===== config.mk =====
export PLATFORM = sky130hd
export DESIGN_NAME = reg_dst_tracker
export DESIGN_NICKNAME = d
export VERILOG_FILES = /design/src/rtl/reg_dst_tracker.sv
export SDC_FILE = /design/constraint.sdc
export NUM_CORES = 1
export LEC_CHECK = 0
export ABC_AREA = 1
export CAP_MARGIN = 25
export CORE_UTILIZATION = 29
export CTS_BUF_LIST = sky130_fd_sc_hd__clkbuf_2 sky130_fd_sc_hd__clkbuf_4 sky130_fd_sc_hd__clkbuf_8
export CTS_CLUSTER_DIAMETER = 80
export DETAILED_ROUTE_END_ITERATION = 6
export PLACE_DENSITY = 0.55
export SKIP_LAST_GASP = 1
export SLEW_MARGIN = 10
export SYNTH_ARGS = -nofsm -noshare
export SYNTH_HDL_FRONTEND = slang
export SYNTH_SLANG_ARGS = --single-unit

===== constraint.sdc =====
create_clock -name clk -period 3.64 [get_ports clk]
set_input_delay 0.728 -clock clk [delete_from_list [all_inputs] [get_ports clk]]
set_output_delay 0.728 -clock clk [all_outputs]
set_load 0.1 [all_outputs]

===== src/rtl/reg_dst_tracker.sv =====
// -----------------------------------------------------------------------------
// reg_dst_tracker
//   Selects the register-file write destination at instruction capture and
//   queues it in an in-order FIFO of pending writebacks. The oldest pending
//   destination is presented to the register bank at writeback. Operand hazard
//   flags are derived from every pending, nonzero destination.
//
// Parameters
//   ADDR_W   register index width
//   DEPTH    pending-write entries (power of 2, >= 2)
//   SP_ADDR  index selected by reg_dst = 2'b10
//   RA_ADDR  index selected by reg_dst = 2'b11
//
// Ports
//   clk        in   rising-edge clock
//   reset      in   asynchronous, active-high reset
//   reg_dst    in   00=rt_field, 01=rd_field, 10=SP_ADDR, 11=RA_ADDR
//   rt_field   in   IR[20:16]
//   rd_field   in   IR[15:11]
//   alloc      in   push the selected destination this cycle
//   retire     in   pop the head (writeback performed this cycle)
//   rs_query   in   operand index to check
//   rt_query   in   operand index to check
//   wb_addr    out  head destination (0 when empty)
//   wb_valid   out  FIFO not empty
//   full       out  count == DEPTH
//   count      out  number of pending entries
//   rs_hazard  out  rs_query matches a pending nonzero entry
//   rt_hazard  out  rt_query matches a pending nonzero entry
//   overflow   out  sticky: alloc while full without retire
//   underflow  out  sticky: retire while empty
// -----------------------------------------------------------------------------
module reg_dst_tracker #(
  parameter int ADDR_W  = 5,
  parameter int DEPTH   = 4,
  parameter int SP_ADDR = 29,
  parameter int RA_ADDR = 31
) (
  input  logic                       clk,
  input  logic                       reset,
  input  logic [1:0]                 reg_dst,
  input  logic [ADDR_W-1:0]          rt_field,
  input  logic [ADDR_W-1:0]          rd_field,
  input  logic                       alloc,
  input  logic                       retire,
  input  logic [ADDR_W-1:0]          rs_query,
  input  logic [ADDR_W-1:0]          rt_query,
  output logic [ADDR_W-1:0]          wb_addr,
  output logic                       wb_valid,
  output logic                       full,
  output logic [$clog2(DEPTH+1)-1:0] count,
  output logic                       rs_hazard,
  output logic                       rt_hazard,
  output logic                       overflow,
  output logic                       underflow
);

  localparam int PTR_W = $clog2(DEPTH);
  localparam int CNT_W = $clog2(DEPTH+1);

  typedef enum logic [1:0] {
    DST_RT = 2'b00,
    DST_RD = 2'b01,
    DST_SP = 2'b10,
    DST_RA = 2'b11
  } dst_sel_e;

  logic [PTR_W-1:0]  head_q, tail_q;
  logic [CNT_W-1:0]  count_q;
  logic [DEPTH-1:0]  valid_q;
  logic [ADDR_W-1:0] addr_q [DEPTH];
  logic              overflow_q, underflow_q;

  logic [ADDR_W-1:0] dst_addr;
  logic              is_full, is_empty;
  logic              alloc_acc, retire_acc;

  // Destination mux.
  always_comb begin
    // NOTE: default assigned first so no path leaves dst_addr unassigned (no latch).
    dst_addr = rt_field;
    unique case (dst_sel_e'(reg_dst))
      DST_RT: dst_addr = rt_field;
      DST_RD: dst_addr = rd_field;
      DST_SP: dst_addr = ADDR_W'(SP_ADDR);
      DST_RA: dst_addr = ADDR_W'(RA_ADDR);
    endcase
  end

  assign is_full  = (count_q == CNT_W'(DEPTH));
  assign is_empty = (count_q == '0);

  // A full FIFO still accepts a push when the head leaves in the same cycle;
  // an empty FIFO never accepts a pop (no same-cycle bypass).
  assign alloc_acc  = alloc && (!is_full || retire);
  assign retire_acc = retire && !is_empty;

  // Control state: pointers, count, per-entry valid bits and sticky flags.
  always_ff @(posedge clk or posedge reset) begin
    if (reset) begin
      head_q      <= '0;
      tail_q      <= '0;
      count_q     <= '0;
      valid_q     <= '0;
      overflow_q  <= 1'b0;
      underflow_q <= 1'b0;
    end else begin
      // NOTE: non-blocking assignments so every register samples pre-edge values.
      if (retire_acc) begin
        valid_q[head_q] <= 1'b0;
        head_q          <= head_q + PTR_W'(1);
      end
      // When full, head == tail: the push must win over the pop's valid clear,
      // so it is written after it.
      if (alloc_acc) begin
        valid_q[tail_q] <= 1'b1;
        tail_q          <= tail_q + PTR_W'(1);
      end
      count_q <= count_q + CNT_W'(alloc_acc) - CNT_W'(retire_acc);
      if (alloc && !alloc_acc) overflow_q  <= 1'b1;
      if (retire && is_empty)  underflow_q <= 1'b1;
    end
  end

  // NOTE: the address storage is deliberately not reset; every read of it is
  // qualified by a valid bit or count, which are reset.
  always_ff @(posedge clk) begin
    if (alloc_acc) addr_q[tail_q] <= dst_addr;
  end

  // Hazards see registered, valid, nonzero entries only; $zero never hazards.
  always_comb begin
    rs_hazard = 1'b0;
    rt_hazard = 1'b0;
    for (int i = 0; i < DEPTH; i++) begin
      if (valid_q[i] && (addr_q[i] != '0)) begin
        if (addr_q[i] == rs_query) rs_hazard = 1'b1;
        if (addr_q[i] == rt_query) rt_hazard = 1'b1;
      end
    end
  end

  assign wb_valid  = !is_empty;
  assign wb_addr   = wb_valid ? addr_q[head_q] : '0;
  assign full      = is_full;
  assign count     = count_q;
  assign overflow  = overflow_q;
  assign underflow = underflow_q;

endmodule


==> flow_summary.yaml, run 1 <==
cts:
  clkTransAtPathRegs_ns: 0.07
  cts_made_buffers: 5
  post_cts_resized: 0
  clock-root-buffer: "clkbuf_8"
  clock_sinks: 33
  post_cts_buffers: 0
  cts_hold_buf: 0
  htreeDepth: 2
  cts_tree: "built"
  clk_latency_ns: 0.28
  clk_path_buf_depth: 2
placed_design:
  dp_hpwl_um: 4556
  gp_congestion: 0.8773
  port_buffers: 39
  dp_slack_ns: 0.7117
  place_area_mm2: 0.002813
layout:
  layout_commonest_cell: "nand2_1"
  n_fill_cell: 806
  drive_above_1_share_pct: 9.167
  post-route-cell-area_mm2: 0.002899
  diodes: 0
  final_cell_mix: "nand2_1, inv_1, nor2_1"
  syn2layout_area_growth_pct: 25.11
  nNetsFinal: 396
detailed_routing:
  drtIter0Drc: 137
  num_vias: 2029
  wl_per_cell_um: 11.90
  drc: 0
  wirelength_um: 5498
  postRouteAntennaNets: 0
  vias_per_cell: 4.392
  first_pass_iters: 4
timing:
  maxSlewViolCount: 0
  maxSlewHeadroom_pct: 34.99
  fmax_mhz: 339.6
  worstMarginPinSlew_ns: 0.9721
  min_period_over_period_pct: 80.90
  finalSetupViolations: 0
  holdWs_ns: 0.4663
  hold_viol: 0
  finalCriticalPeriod_ns: 2.945
  fin_ws_ns: 0.6953
  fin_tns_setup_ns: 0
  rsz0062_at_grt: "false"
  skew_ns: 0.005912
outcome:
  status: "finished, final reports clean"
setup_path:
  crit_fanout: 5
  reg2reg_from: "count[1]"
  cp_data_arrival_time_ns: 2.22
  endpoint_kind: "primary output"
  worstSetupStartpoint: "rs_query[3]"
  worst_ep_required_time_ns: 2.91
  critPathKind: "in -> out"
  startpoint_type: "input port"
yosys:
  synth_cell_types: 26
  synth_cells: 319
  syn_avg_cell_area_um2: 7.264
  synth-warning-count: 0
  synth_area_mm2: 0.002317
  synth-seq-cells: 33
  syn_nets: 356
  ys_seq_area_share_pct: 39.96
die:
  fp.dieH_um: 91.39
  die_w_um: 91.39
  ios: 40
  rows: 32
  core_area_mm2: 0.007727
  start_util_pct: 29.99
  dieArea_mm2: 0.008352
global_routing:
  antenna_found_initial: 0
  grt_overflow: 0
  grt_use_total_pct: 14.18
  grt_pass1_vias: 1973
  grt_pass1_wl_um: 9239
  grt_max_degree: 14
power_and_ir_drop:
  p_per_area_mw_per_mm2: 814.6
  leakagePower_uw: 0.001389
  ir_drop_mv: 0.4589
hold_path:
  min_path_type: "reg -> reg"
  worstHoldStart: "overflow"
job:
  drv_cap: 0
## Yosys cell counts (all sizes together)
cell type    n  area share (%)
xnor2       12             4.5
nor2        45             7.6
dfrtp       13              14
edfxtp      20              26
buf          3             1.3
clkbuf       3            0.59
inv         48             7.8
a21oi       20             4.5
ha          10             5.4
a31o         1            0.38
nand3       11             2.4
fa           1            0.86
nand4        3            0.81
or2          1            0.38
o21bai       1            0.32
nand2      107              18
o21ai       17             4.3
xor2         3             1.1
## logic make-up (layout without fill, tap and decap cells)
logic type / count (synthesis) / in the layout / share of synthesized area [%]
simple gates: 167 / 167 / 28.94
buf+inv: 54 / 95 / 9.665
compound gates: 39 / 39 / 9.503
flops: 33 / 33 / 39.96
xor+xnor: 15 / 15 / 5.670
fa+ha+maj: 11 / 11 / 6.264
## state kept, by name (all words and copies together), names as in the netlist
signal     cells
addr_q        20
valid_q        4
count          3
head_q         2
tail_q         2
overflow       1
underflow      1
## power by group
| part | internal, uW | switching, uW |
|---|---|---|
| Combinational | 378 | 1060 |
| Sequential | 524 | 138 |
| Clock | 132 | 129 |
## per-layer routing
metal  track usage [%]  vias to the layer above  share of wire, %
met5                 0                        -                 0
met4             4.762                        0               1.7
met3             2.596                       10               4.3
met2             23.75                       50                46
met1             18.28                      899                48
li1                  -                     1070                 -
## through the flow
stage / total power, uW / instances / utilization [%]
final: 2362 / 462 / 37.52
after global routing: 2508 / 462 / 37.52
after CTS: 2387 / 462 / 37.52
after detailed placement: 2118 / 454 / 36.40
after global placement: 2106 / 454 / 36.40
after floorplan: 1775 / 319 / -
## critical path, cell delays in order
cell             delay, ns
clkdlybuf4s50_1       0.59
inv_1                 0.10
nand2_1               0.07
nand2_1               0.06
nor2_1                0.13
nand3_1               0.09
nor2_1                0.10
nor2_1                0.05
nand2_1               0.10
buf_12                0.18
## cell type report
class,count,area (um^2),share of cell area (%)
inverters,48,180.2,6.215
repair buffers,39,392.9,13.55
clock inverters,3,17.52,0.6042
flip-flops and latches,33,925.9,31.94
clock buffers,5,68.82,2.374
multi-input cells,232,1186,40.92
well taps,102,127.6,4.402
## worst paths after layout
kind / end / slack [ns] / cells after the start
worst max-delay path: rs_hazard / 0.70 / 10
worst min-delay path: overflow / 0.47 / 1
worst max register to register: count[2] / 1.41 / 10
worst min register to register: overflow / 0.47 / 1
max in group asynchronous: valid_q[1] / 2.54 / 2
min in group asynchronous: overflow / 0.76 / 2
Note: power is estimated with default switching activity, not from simulation.
==> run 2: changes to the inputs <==
==> constraint.sdc (replaced) <==
create_clock -name clk -period 3.1 [get_ports clk]
set_input_delay 0.62 -clock clk [delete_from_list [all_inputs] [get_ports clk]]
set_output_delay 0.62 -clock clk [all_outputs]
set_load 0.1 [all_outputs]
==> flow_summary.yaml, run 2 (synthesis results as in run 1) <==
setup_path:
  startpoint_type: "input port"
  worst_ep_required_time_ns: 2.48
  endpoint_kind: "primary output"
  cp_data_arrival_time_ns: 2.11
  critPathKind: "in -> out"
  crit_fanout: 5
detailed_routing:
  wirelength_um: 5492
  num_vias: 2015
  drtIter0Drc: 81
  postRouteAntennaNets: 0
  first_pass_iters: 4
  drc: 0
  vias_per_cell: 4.361
  wl_per_cell_um: 11.89
global_routing:
  grt_use_total_pct: 14.05
  grt_max_degree: 14
  grt_overflow: 0
  antenna_found_initial: 0
  grt_pass1_vias: 1942
  grt_pass1_wl_um: 9252
cts:
  post_cts_buffers: 0
  clock-root-buffer: "clkbuf_8"
  clkTransAtPathRegs_ns: 0.07
  post_cts_resized: 0
  clk_latency_ns: 0.29
  htreeDepth: 2
  clk_path_buf_depth: 2
  cts_made_buffers: 5
  cts_hold_buf: 0
  clock_sinks: 33
  cts_tree: "built"
timing:
  fin_tns_setup_ns: 0
  finalSetupViolations: 0
  hold_viol: 0
  maxSlewViolCount: 0
  skew_ns: 0.01035
  fmax_mhz: 366.9
  rsz0062_at_grt: "false"
  worstMarginPinSlew_ns: 0.5117
  finalCriticalPeriod_ns: 2.725
  maxSlewHeadroom_pct: 65.85
  min_period_over_period_pct: 87.92
die:
  dieArea_mm2: 0.008352
  die_w_um: 91.39
  ios: 40
  rows: 32
  core_area_mm2: 0.007727
  start_util_pct: 29.99
  fp.dieH_um: 91.39
power_and_ir_drop:
  p_per_area_mw_per_mm2: 989.2
  ir_drop_mv: 0.5028
  internal_power_uw: 1323
  swShare_pct: 54.79
  comb_power_share_pct: 59.5
  seqPwrFrac_pct: 26.7
  total_power_uw: 2927
  p_sw_uw: 1604
  clockPowerShare_pct: 13.8
  leakagePower_uw: 0.001407
layout:
  nNetsFinal: 396
  finalNonFillerCells: 462
  drive_above_1_share_pct: 11.67
  diodes: 0
  syn2layout_area_growth_pct: 27.70
  final_cell_mix: "nand2_1, inv_1, nor2_1"
  largest_register_ffs: 20
  layout_commonest_cell: "nand2_1"
  largest-register: "addr_q"
placed_design:
  port_buffers: 39
  dp.cells: 454
  gp_congestion: 0.8467
  dp_hpwl_um: 4616
job:
  drv_cap: 0
hold_path:
  min_path_type: "reg -> reg"
outcome:
  status: "finished, final reports clean"
==> run 2: cell types whose count changed in the layout (fill, tap and decap cells not counted), moves of 2 or more <==
cell             delta
dfrtp_2             +3
dfrtp_1             -3
a21oi_2             -5
clkdlybuf4s50_1     -5
a21oi_4             +5
clkinv_2            -2
buf_4               +5
==> run 2: worst paths after layout <==
kind	from	to	slack [ns]	cells past startpoint
min in group asynchronous	reset	underflow	0.66	2
worst max-delay path	rs_query[3]	rs_hazard	0.37	10
worst max register to register	count[1]	count[2]	0.91	10
worst min-delay path	overflow	overflow	0.47	1
worst min register to register	overflow	overflow	0.47	1
max in group asynchronous	reset	count[2]	2.07	2
==> run 2: critical path, stage by stage <==
cell             delay (ns)
clkdlybuf4s50_1        0.59
inv_1                  0.11
nand2_1                0.07
nand2_1                0.05
nor2_1                 0.15
nand3_1                0.09
nor2_1                 0.09
nor2_1                 0.05
nand2_1                0.09
buf_12                 0.18
==> run 2: metrics by stage <==
step	area, um^2	hold WS (ns)	worst slack [ns]	util, %
5_1_grt	2959	0.4947	0.1847	38.29
2_1_floorplan	2380	0.4483	0.1489	-
3_3_place_gp	2844	0.4543	0.3661	36.80
6_report	2959	0.4737	0.3746	38.29
4_1_cts	2959	0.4808	0.3717	38.29
3_5_place_dp	2844	0.4650	0.3829	36.80
==> run 2: layout make-up <==
class,instances,area (um^2)
fill,810,4768
multi-input combinational,232,1226
sequential,33,929.6
timing repair buffer,39,380.4
inverter,48,180.2
tap,102,127.6
clock buffer,5,68.82
clock inverter,3,46.29
==> run 2: power groups by stage <==
stage	Combinational, uW	Clock (uW)	Sequential (uW)
finish	1740	404	782
floorplan	1210	0	951
CTS	1760	409	782
detailed placement	1750	0	790
global route	1860	425	804
global placement	1740	0	787
==> run 2: routing by layer <==
layer	global-route usage (%)	wire length [um]
met1	18.75	2685
met5	0	0
met4	4.365	74
met2	22.74	2419
met3	2.848	313
==> run 3: changes to the inputs <==
--- a/config.mk
+++ b/config.mk
@@ -6,12 +6,12 @@
 export NUM_CORES = 1
 export LEC_CHECK = 0
 export ABC_AREA = 1
-export CAP_MARGIN = 25
 export CORE_UTILIZATION = 29
 export CTS_BUF_LIST = sky130_fd_sc_hd__clkbuf_2 sky130_fd_sc_hd__clkbuf_4 sky130_fd_sc_hd__clkbuf_8
 export CTS_CLUSTER_DIAMETER = 80
 export DETAILED_ROUTE_END_ITERATION = 6
 export PLACE_DENSITY = 0.55
+export RECOVER_POWER = 50
 export SKIP_LAST_GASP = 1
 export SLEW_MARGIN = 10
 export SYNTH_ARGS = -nofsm -noshare
==> flow_summary.yaml, run 3 (synthesis results as in run 1) <==
placed_design:
  port_buffers: 39
  gp_congestion: 0.8467
  dp_hpwl_um: 4616
power_and_ir_drop:
  p_sw_uw: 1583
  ir_drop_mv: 0.5027
  swShare_pct: 54.88
  leakagePower_uw: 0.001395
  internal_power_uw: 1301
  comb_power_share_pct: 59.0
  p_per_area_mw_per_mm2: 984.6
  seqPwrFrac_pct: 27.1
  clockPowerShare_pct: 13.9
die:
  ios: 40
  dieArea_mm2: 0.008352
  fp.dieH_um: 91.39
  core_area_mm2: 0.007727
  rows: 32
  die_w_um: 91.39
  start_util_pct: 29.99
detailed_routing:
  num_vias: 2023
  drtIter0Drc: 105
  postRouteAntennaNets: 0
  vias_per_cell: 4.379
  wl_per_cell_um: 11.87
  drc: 0
  first_pass_iters: 4
  wirelength_um: 5483
setup_path:
  critPathKind: "in -> out"
  crit_fanout: 5
  endpoint_kind: "primary output"
  startpoint_type: "input port"
  worst_ep_required_time_ns: 2.48
  cp_data_arrival_time_ns: 2.11
timing:
  rsz0062_at_grt: "false"
  maxSlewViolCount: 0
  finalSetupViolations: 0
  hold_viol: 0
  fin_tns_setup_ns: 0
  finalCriticalPeriod_ns: 2.727
  holdWs_ns: 0.4748
  worstMarginPinSlew_ns: 1.159
  skew_ns: 0.008465
  maxSlewHeadroom_pct: 23.05
  fmax_mhz: 366.7
  min_period_over_period_pct: 87.96
job:
  drv_cap: 0
cts:
  cts_hold_buf: 0
  htreeDepth: 2
  clk_path_buf_depth: 2
  cts_tree: "built"
  post_cts_resized: 0
  clkTransAtPathRegs_ns: 0.07
  clock-root-buffer: "clkbuf_8"
  clock_sinks: 33
  post_cts_buffers: 0
  cts_made_buffers: 5
  clk_latency_ns: 0.28
layout:
  diodes: 0
  largest-register: "addr_q"
  final_cell_mix: "nand2_1, inv_1, nor2_1"
  largest_register_ffs: 20
  nNetsFinal: 396
  layout_commonest_cell: "nand2_1"
  syn2layout_area_growth_pct: 26.40
  drive_above_1_share_pct: 9.722
  n_fill_cell: 818
global_routing:
  grt_use_total_pct: 14.05
  grt_max_degree: 14
  grt_pass1_vias: 1942
  grt_pass1_wl_um: 9252
  antenna_found_initial: 0
  grt_overflow: 0
hold_path:
  min_path_type: "reg -> reg"
outcome:
  status: "finished, final reports clean"
## run 3: changes by cell type in the layout (fill, tap and decap cells not counted), sizes merged
cell,previous run,this run
clkdlybuf4s50,25,22
clkbuf,5,7
dlygate4sd3,0,3
buf,14,12
## run 3: path summary, 6_finish.rpt
path,startpoint,to,slack (ns),depth (start not counted)
min in group asynchronous,reset,underflow,0.80,2
hold / removal,overflow,overflow,0.47,1
max in group asynchronous,reset,count[2],1.94,2
setup / recovery,rs_query[3],rs_hazard,0.37,10
hold reg to reg,overflow,overflow,0.47,1
setup reg to reg,count[1],count[2],0.72,10
## run 3: routing by layer
layer / up-vias / share of wire, % / global-route usage, %
li1: 1068 / - / -
met4: 0 / 1.3 / 4.365
met3: 8 / 5.9 / 2.848
met2: 53 / 44 / 22.74
met1: 894 / 48 / 18.75
met5: - / 0 / 0
## run 3: cell type report
cell class	count	area, um^2	share of cell area [%]
clock buffer	5	68.82	2.349
clock inverter	3	46.29	1.581
inverter	48	180.2	6.151
multi-input combinational	232	1204	41.09
sequential	33	929.6	31.74
tap	102	127.6	4.357
timing repair buffer	39	372.9	12.73
## run 3: critical path, cell delays in order
cell,delay [ns]
clkdlybuf4s50_1,0.59
inv_1,0.11
nand2_1,0.07
nand2_1,0.05
nor2_1,0.15
nand3_1,0.09
nor2_1,0.09
nor2_1,0.05
nand2_1,0.09
buf_12,0.18
## run 3: power by group through the flow
stage               sequential, uW  combinational [uW]  clock [uW]
global route                   804                1820         425
CTS                            782                1760         409
detailed placement             790                1750           0
floorplan                      951                1210           0
finish                         781                1700         401
global placement               787                1740           0
## run 3: metrics by stage
step	worst slack, ns	cells	cell area [um^2]	utilization, %	total power (uW)
after floorplan	0.1489	319	2380	-	2157
after global placement	0.3661	454	2844	36.80	2530
after detailed placement	0.3829	454	2844	36.80	2544
after CTS	0.3717	462	2959	38.29	2950
after global routing	0.1847	462	2929	37.90	3053
final	0.3731	462	2929	37.90	2884
